### config.mk
export PLATFORM = sky130hd
export DESIGN_NAME = sprite_motion_ctrl
export DESIGN_NICKNAME = d
export VERILOG_FILES = /design/src/rtl/sprite_motion_ctrl.sv
export SDC_FILE = /design/constraint.sdc
export NUM_CORES = 1
export LEC_CHECK = 0
export ABC_CLOCK_PERIOD_IN_PS = 2350
export BUFFER_PORTS_ARGS = -buffer_cell sky130_fd_sc_hd__buf_2
export CORE_ASPECT_RATIO = 0.6
export CORE_MARGIN = 2
export CORE_UTILIZATION = 45
export DETAILED_ROUTE_END_ITERATION = 10
export GPL_TIMING_DRIVEN = 0
export PLACE_DENSITY_LB_ADDON = 0.2
export SLEW_MARGIN = 0
export SYNTH_ARGS = -nofsm -noshare
export SYNTH_HDL_FRONTEND = slang
export SYNTH_SLANG_ARGS = --single-unit
### constraint.sdc
create_clock -name clk -period 2.35 [get_ports clk]
set_input_delay 0.5875 -clock clk [delete_from_list [all_inputs] [get_ports clk]]
set_output_delay 0.5875 -clock clk [all_outputs]
set_load 0.05 [all_outputs]
### src/rtl/sprite_motion_ctrl.sv
// rtl/sprite_motion_ctrl.sv - debounced push-button sprite position controller, updated once per frame
module sprite_motion_ctrl #(
    parameter int H_ACTIVE        = 640,
    parameter int V_ACTIVE        = 480,
    parameter int SPRITE_SIZE     = 64,
    parameter int STEP            = 4,
    parameter int DEBOUNCE_CYCLES = 250000,
    parameter int X_INIT          = 288,
    parameter int Y_INIT          = 208
) (
    input  logic       clk,
    input  logic       reset,
    input  logic       btn_up,
    input  logic       btn_down,
    input  logic       btn_left,
    input  logic       btn_right,
    input  logic [9:0] x,
    input  logic [9:0] y,
    output logic [9:0] x_desired,
    output logic [9:0] y_desired,
    output logic       frame_tick
);

    localparam int CW = (DEBOUNCE_CYCLES > 1) ? $clog2(DEBOUNCE_CYCLES) : 1;
    localparam logic [CW-1:0] CNT_MAX = CW'(DEBOUNCE_CYCLES - 1);
    localparam logic [10:0]   X_MAX   = 11'(H_ACTIVE - SPRITE_SIZE);
    localparam logic [10:0]   Y_MAX   = 11'(V_ACTIVE - SPRITE_SIZE);
    localparam logic [10:0]   STEP11  = 11'(STEP);
    localparam logic [9:0]    STEP10  = 10'(STEP);

    localparam logic [0:0] S_IDLE   = 1'b0;
    localparam logic [0:0] S_UPDATE = 1'b1;

    // Button vector order: [0]=right, [1]=left, [2]=down, [3]=up
    logic [3:0]    btn_raw;
    logic [3:0]    sync1_q, sync1_d;
    logic [3:0]    sync2_q, sync2_d;
    logic [3:0]    db_q, db_d;
    logic [CW-1:0] cnt_q [4];
    logic [CW-1:0] cnt_d [4];

    logic          vb;
    logic          vb_prev_q, vb_prev_d;
    logic          frame_tick_q, frame_tick_d;
    logic [0:0]    state_q, state_d;
    logic [9:0]    x_des_q, x_des_d;
    logic [9:0]    y_des_q, y_des_d;

    logic [10:0]   x_sum, y_sum;
    logic [9:0]    x_dec, y_dec;

    assign btn_raw = {btn_up, btn_down, btn_left, btn_right};

    always_comb begin
        sync1_d = btn_raw;
        sync2_d = sync1_q;
        db_d    = db_q;
        for (int i = 0; i < 4; i++) begin
            cnt_d[i] = cnt_q[i];
            if (sync2_q[i] == db_q[i]) begin
                cnt_d[i] = '0;
            end else if (cnt_q[i] == CNT_MAX) begin
                db_d[i]  = sync2_q[i];
                cnt_d[i] = '0;
            end else begin
                cnt_d[i] = cnt_q[i] + CW'(1);
            end
        end
    end

    // Edge detect keeps a stalled blanking pixel from producing repeated ticks
    assign vb = (x == 10'd0) && (y == 10'(V_ACTIVE));

    always_comb begin
        vb_prev_d    = vb;
        frame_tick_d = vb & ~vb_prev_q;
    end

    always_comb begin
        x_sum   = {1'b0, x_des_q} + STEP11;
        y_sum   = {1'b0, y_des_q} + STEP11;
        x_dec   = (x_des_q < STEP10) ? 10'd0 : x_des_q - STEP10;
        y_dec   = (y_des_q < STEP10) ? 10'd0 : y_des_q - STEP10;
        state_d = state_q;
        x_des_d = x_des_q;
        y_des_d = y_des_q;
        case (state_q)
            S_IDLE: begin
                if (frame_tick_q) begin
                    state_d = S_UPDATE;
                end
            end
            default: begin
                state_d = S_IDLE;
                case ({db_q[1], db_q[0]})
                    2'b10:   x_des_d = x_dec;
                    2'b01:   x_des_d = (x_sum > X_MAX) ? X_MAX[9:0] : x_sum[9:0];
                    default: x_des_d = x_des_q;
                endcase
                case ({db_q[3], db_q[2]})
                    2'b10:   y_des_d = y_dec;
                    2'b01:   y_des_d = (y_sum > Y_MAX) ? Y_MAX[9:0] : y_sum[9:0];
                    default: y_des_d = y_des_q;
                endcase
            end
        endcase
    end

    always_ff @(posedge clk) begin
        if (reset) begin
            sync1_q      <= '0;
            sync2_q      <= '0;
            db_q         <= '0;
            for (int i = 0; i < 4; i++) begin
                cnt_q[i] <= '0;
            end
            vb_prev_q    <= 1'b0;
            frame_tick_q <= 1'b0;
            state_q      <= S_IDLE;
            x_des_q      <= 10'(X_INIT);
            y_des_q      <= 10'(Y_INIT);
        end else begin
            sync1_q      <= sync1_d;
            sync2_q      <= sync2_d;
            db_q         <= db_d;
            for (int i = 0; i < 4; i++) begin
                cnt_q[i] <= cnt_d[i];
            end
            vb_prev_q    <= vb_prev_d;
            frame_tick_q <= frame_tick_d;
            state_q      <= state_d;
            x_des_q      <= x_des_d;
            y_des_q      <= y_des_d;
        end
    end

    assign x_desired  = x_des_q;
    assign y_desired  = y_des_q;
    assign frame_tick = frame_tick_q;

endmodule

==> key figures <==
Status
  – Outcome: finished, final reports clean

Pwr
  – Peak supply drop: approximately 0.00042 V
  – Net Sw Power: between 0.6 and 0.7 mW
  – Cell internal pwr: roughly 2.7 mW
  – Clock share of power: 0.465
  – Flop pwr share: 0.511
  – P_leak: about 2.0 nW
  – Comb power frac: 0.024
  – Sw frac: 0.202
  – Power Density: roughly 580 nW/um2

Clock network
  – Clock transition time at the flip-flop clock pins of the worst setup and hold paths: about 70 ps
  – Maximum clock insertion buffer count: 2
  – Clk root buf: clkbuf_16
  – Number of H-tree levels: 3
  – Post-cts hold buffer count: 0
  – Worst-Skew Late Latency: between 300 and 400 ps
  – Setup Buffers After CTS: 0
  – Clk sinks: approximately 100
  – CTS buffer count: 9
  – TritonCTS clock tree: yes

STA
  – Worst rel slew slack: 0.565
  – Fin crit share: 0.925
  – Max frequency: around 460 MHz
  – Final hold vios: 0
  – Max-slew violations: 0
  – Minimum clock period: around 2200 ps
  – Unrepaired setup endpoints after global routing: false
  – Final setup viols: 0
  – Slew @ Worst Pin: roughly 650 ps
  – Max Clock Skew: around 12 ps

Setup path
  – RR Startpoint: x_desired[6]
  – Crit path from: x_desired[6]
  – Required time worst endpoint: approximately 2500 ps
  – Worst path bufs/invs: 1
  – Worst Setup Path Type: reg -> reg
  – CP startpoint kind: flip-flop
  – CP top delay family: compound AO/OA/AOI/OAI gates
  – Crit-path slowest cell: o21ai_1
  – CP max stage delay: around 400 ps
  – Crit path max fanout: 10
  – Critical Path AT: roughly 2400 ps
  – Worst-path cell chain: clkbuf_1 > nand3_1 > o21ai_0 > o31ai_2 > o21ai_1 > o221ai_1
  – Worst setup EP type: flip-flop

Logic synthesis
  – Number of synthesized flops with an enable pin: 0
  – Unique masters post-synth: 60
  – Post-synth top area share: 0.399
  – Post-synth top area cell: dfxtp_1
  – Seq/Total Area, Yosys: 0.399
  – Yosys reg bits: 103
  – Async set-or-reset flop fraction in the synthesized netlist: 0
  – Mapped Cells: between 600 and 700
  – Yosys warning total: 0
  – Mapped Area: between 5000 and 6000 um2
  – Primary FF master, synth: dfxtp_1
  – Synth top area cells: dfxtp_1 (40%), nor2_1 (8.1%), xnor2_1 (6.4%)
  – Synth Area per Inst: 8.30 um2

Placed design
  – Placement Cell Area: 5580 um2
  – GP Congestion: 0.941
  – IO buf count: 42
  – Post-DP HPWL: 8420 um

Global routing
  – GRT Util Overall: 0.194
  – Largest net degree at the start of global routing: 17
  – Initial antenna violation count: 0
  – Global-route wire length before repair: around 20000 um
  – GR Overflow Total: 0
  – Vias in the first global route: about 4200

Worst hold path
  – Hold Crit Class: reg -> reg
  – Hold Startpoint: vb_prev_q

Floorplan
  – Boundary pin count: 47
  – Die width: 142 um
  – Die Y-Extent: roughly 87 um
  – Die Area: roughly 12000 um2
  – # rows: 30
  – Core area: approximately 11000 um2
  – Starting Density: 0.459

Run
  – Max Cap Viol: 0

Detailed routing
  – Residual DRC: 0
  – Vias per cell: ~5.5
  – Vias: roughly 4600
  – Pre-antenna DRT Iters: 5
  – Post-route ant nets: 0
  – Routed length per placed instance: 13.9 um
  – Drt total wl: approximately 12000 um
  – Iter 0 DRT Violations: about 280

Cells and area
  – Most common cell after layout, fill and taps aside: nor2_1
  – Post-route cell area: 5930 um2
  – Finished Core Util: 0.527
  – Multi-input gate area: 2870 um2
  – Share of cells above drive strength 1: 0.139
  – Most frequent cells in the layout: nor2_1 (112), dfxtp_1 (102), buf_2 (52)
  – Fill count: 1079
  – Area Overhead vs Synth: 14.7%
  – Final nets: a little over 700
  – Register area: ~2100 um2
  – # diodes: 0
-- per-stage QoR --
step | hold slack [ps] | power [mW] | setup TNS [ps] | worst slack, ps | std cells
after floorplan | 374 | 1.85 | 0 | 171 | 626
after global placement | 393 | 1.88 | -140 | -115 | 812
after detailed placement | 400 | 1.88 | -60.6 | -60.6 | 812
after CTS | 414 | 3.48 | 0 | 67.0 | 827
after global routing | 429 | 3.56 | 0 | 24.1 | 827
final | 408 | 3.44 | 0 | 176 | 827
-- cell type report --
type / count / area share
plain buffers: 35 / 0.0340
multi-input cells: 464 / 0.483
clock inverters: 5 / 0.0137
flip-flops and latches: 103 / 0.348
clock buffers: 10 / 0.0403
repair buffers: 42 / 0.0354
well taps: 144 / 0.0304
inverters: 24 / 0.0152
-- what timing repair did --
item | 4_1_cts | 5_1_grt
gates resized for setup | 1 | 7
setup endpoints to repair | 2 | 24
pin swaps | 0 | 0
-- routing by layer --
metal	share of wire	GRT usage	up-vias
li1	-	-	2280
met1	0.51	0.279	2105
met2	0.42	0.292	155
met3	0.056	0.0445	15
met4	0.012	0.0576	0
met5	0	0	-
-- cells by family after synthesis --
kind of cell | Yosys count | synth area share
AND/OR/NAND/NOR | 295 | 0.287
flip-flops | 103 | 0.399
AO/OA/AOI/OAI | 81 | 0.107
XOR/XNOR | 69 | 0.117
buffers and inverters | 59 | 0.0561
adder cells (fa/ha/maj) | 10 | 0.0242
multiplexers | 5 | 0.00992
other | 1 | 0.000725
-- registers in the layout (all words and copies together) (netlist names) --
name	count
cnt_q	72
frame_tick	1
vb_prev_q	1
sync1_q	4
sync2_q	4
x_desired	8
state_q	1
db_q	4
y_desired	8
-- worst reg2reg max path, cell delays in order (launching register included) --
cell and delay, ps:
dfxtp_1 340, clkbuf_1 360, nand3_1 210, o21ai_0 360, o31ai_2 140, o21ai_1 400, o221ai_1 230
-- path summary, 6_finish.rpt --
kind	cells past startpoint	slack, ps	endpoint
hold / removal	1	410	frame_tick
setup reg to reg	6	180	x_desired[5]
hold reg to reg	1	410	frame_tick
setup / recovery	6	180	x_desired[5]
-- power groups by stage --
stage | Sequential (mW) | Clock (mW) | Combinational (mW)
final | 1.76 | 1.60 | 0.0836
after global placement | 1.80 | 0 | 0.0820
after floorplan | 1.80 | 0 | 0.0515
after global routing | 1.76 | 1.71 | 0.0923
after detailed placement | 1.80 | 0 | 0.0841
after CTS | 1.76 | 1.64 | 0.0845
-- Yosys cell counts (2+ instances only) --
library cell,n
nor2_1,112
dfxtp_1,103
nand3_1,38
xnor2_1,38
xor2_1,31
nand2_1,26
inv_1,24
nor3_1,20
o21ai_0,18
nand4_1,17
nor4_1,17
a21oi_1,16
and3_1,13
nor2b_1,12
buf_4,11
clkbuf_1,11
buf_2,10
ha_1,10
a31oi_1,9
nor4b_1,6
or3_1,6
and4_1,5
nand2b_1,5
a32o_1,4
mux2i_1,4
nand3b_1,4
o211ai_1,4
o41ai_1,4
or4_1,3
a211oi_1,2
a221oi_1,2
a32oi_1,2
and2_1,2
and3b_1,2
buf_6,2
nor3b_1,2
o221ai_1,2
o22ai_1,2
o31a_1,2
o31ai_1,2
(Power assumes the default switching activity.)
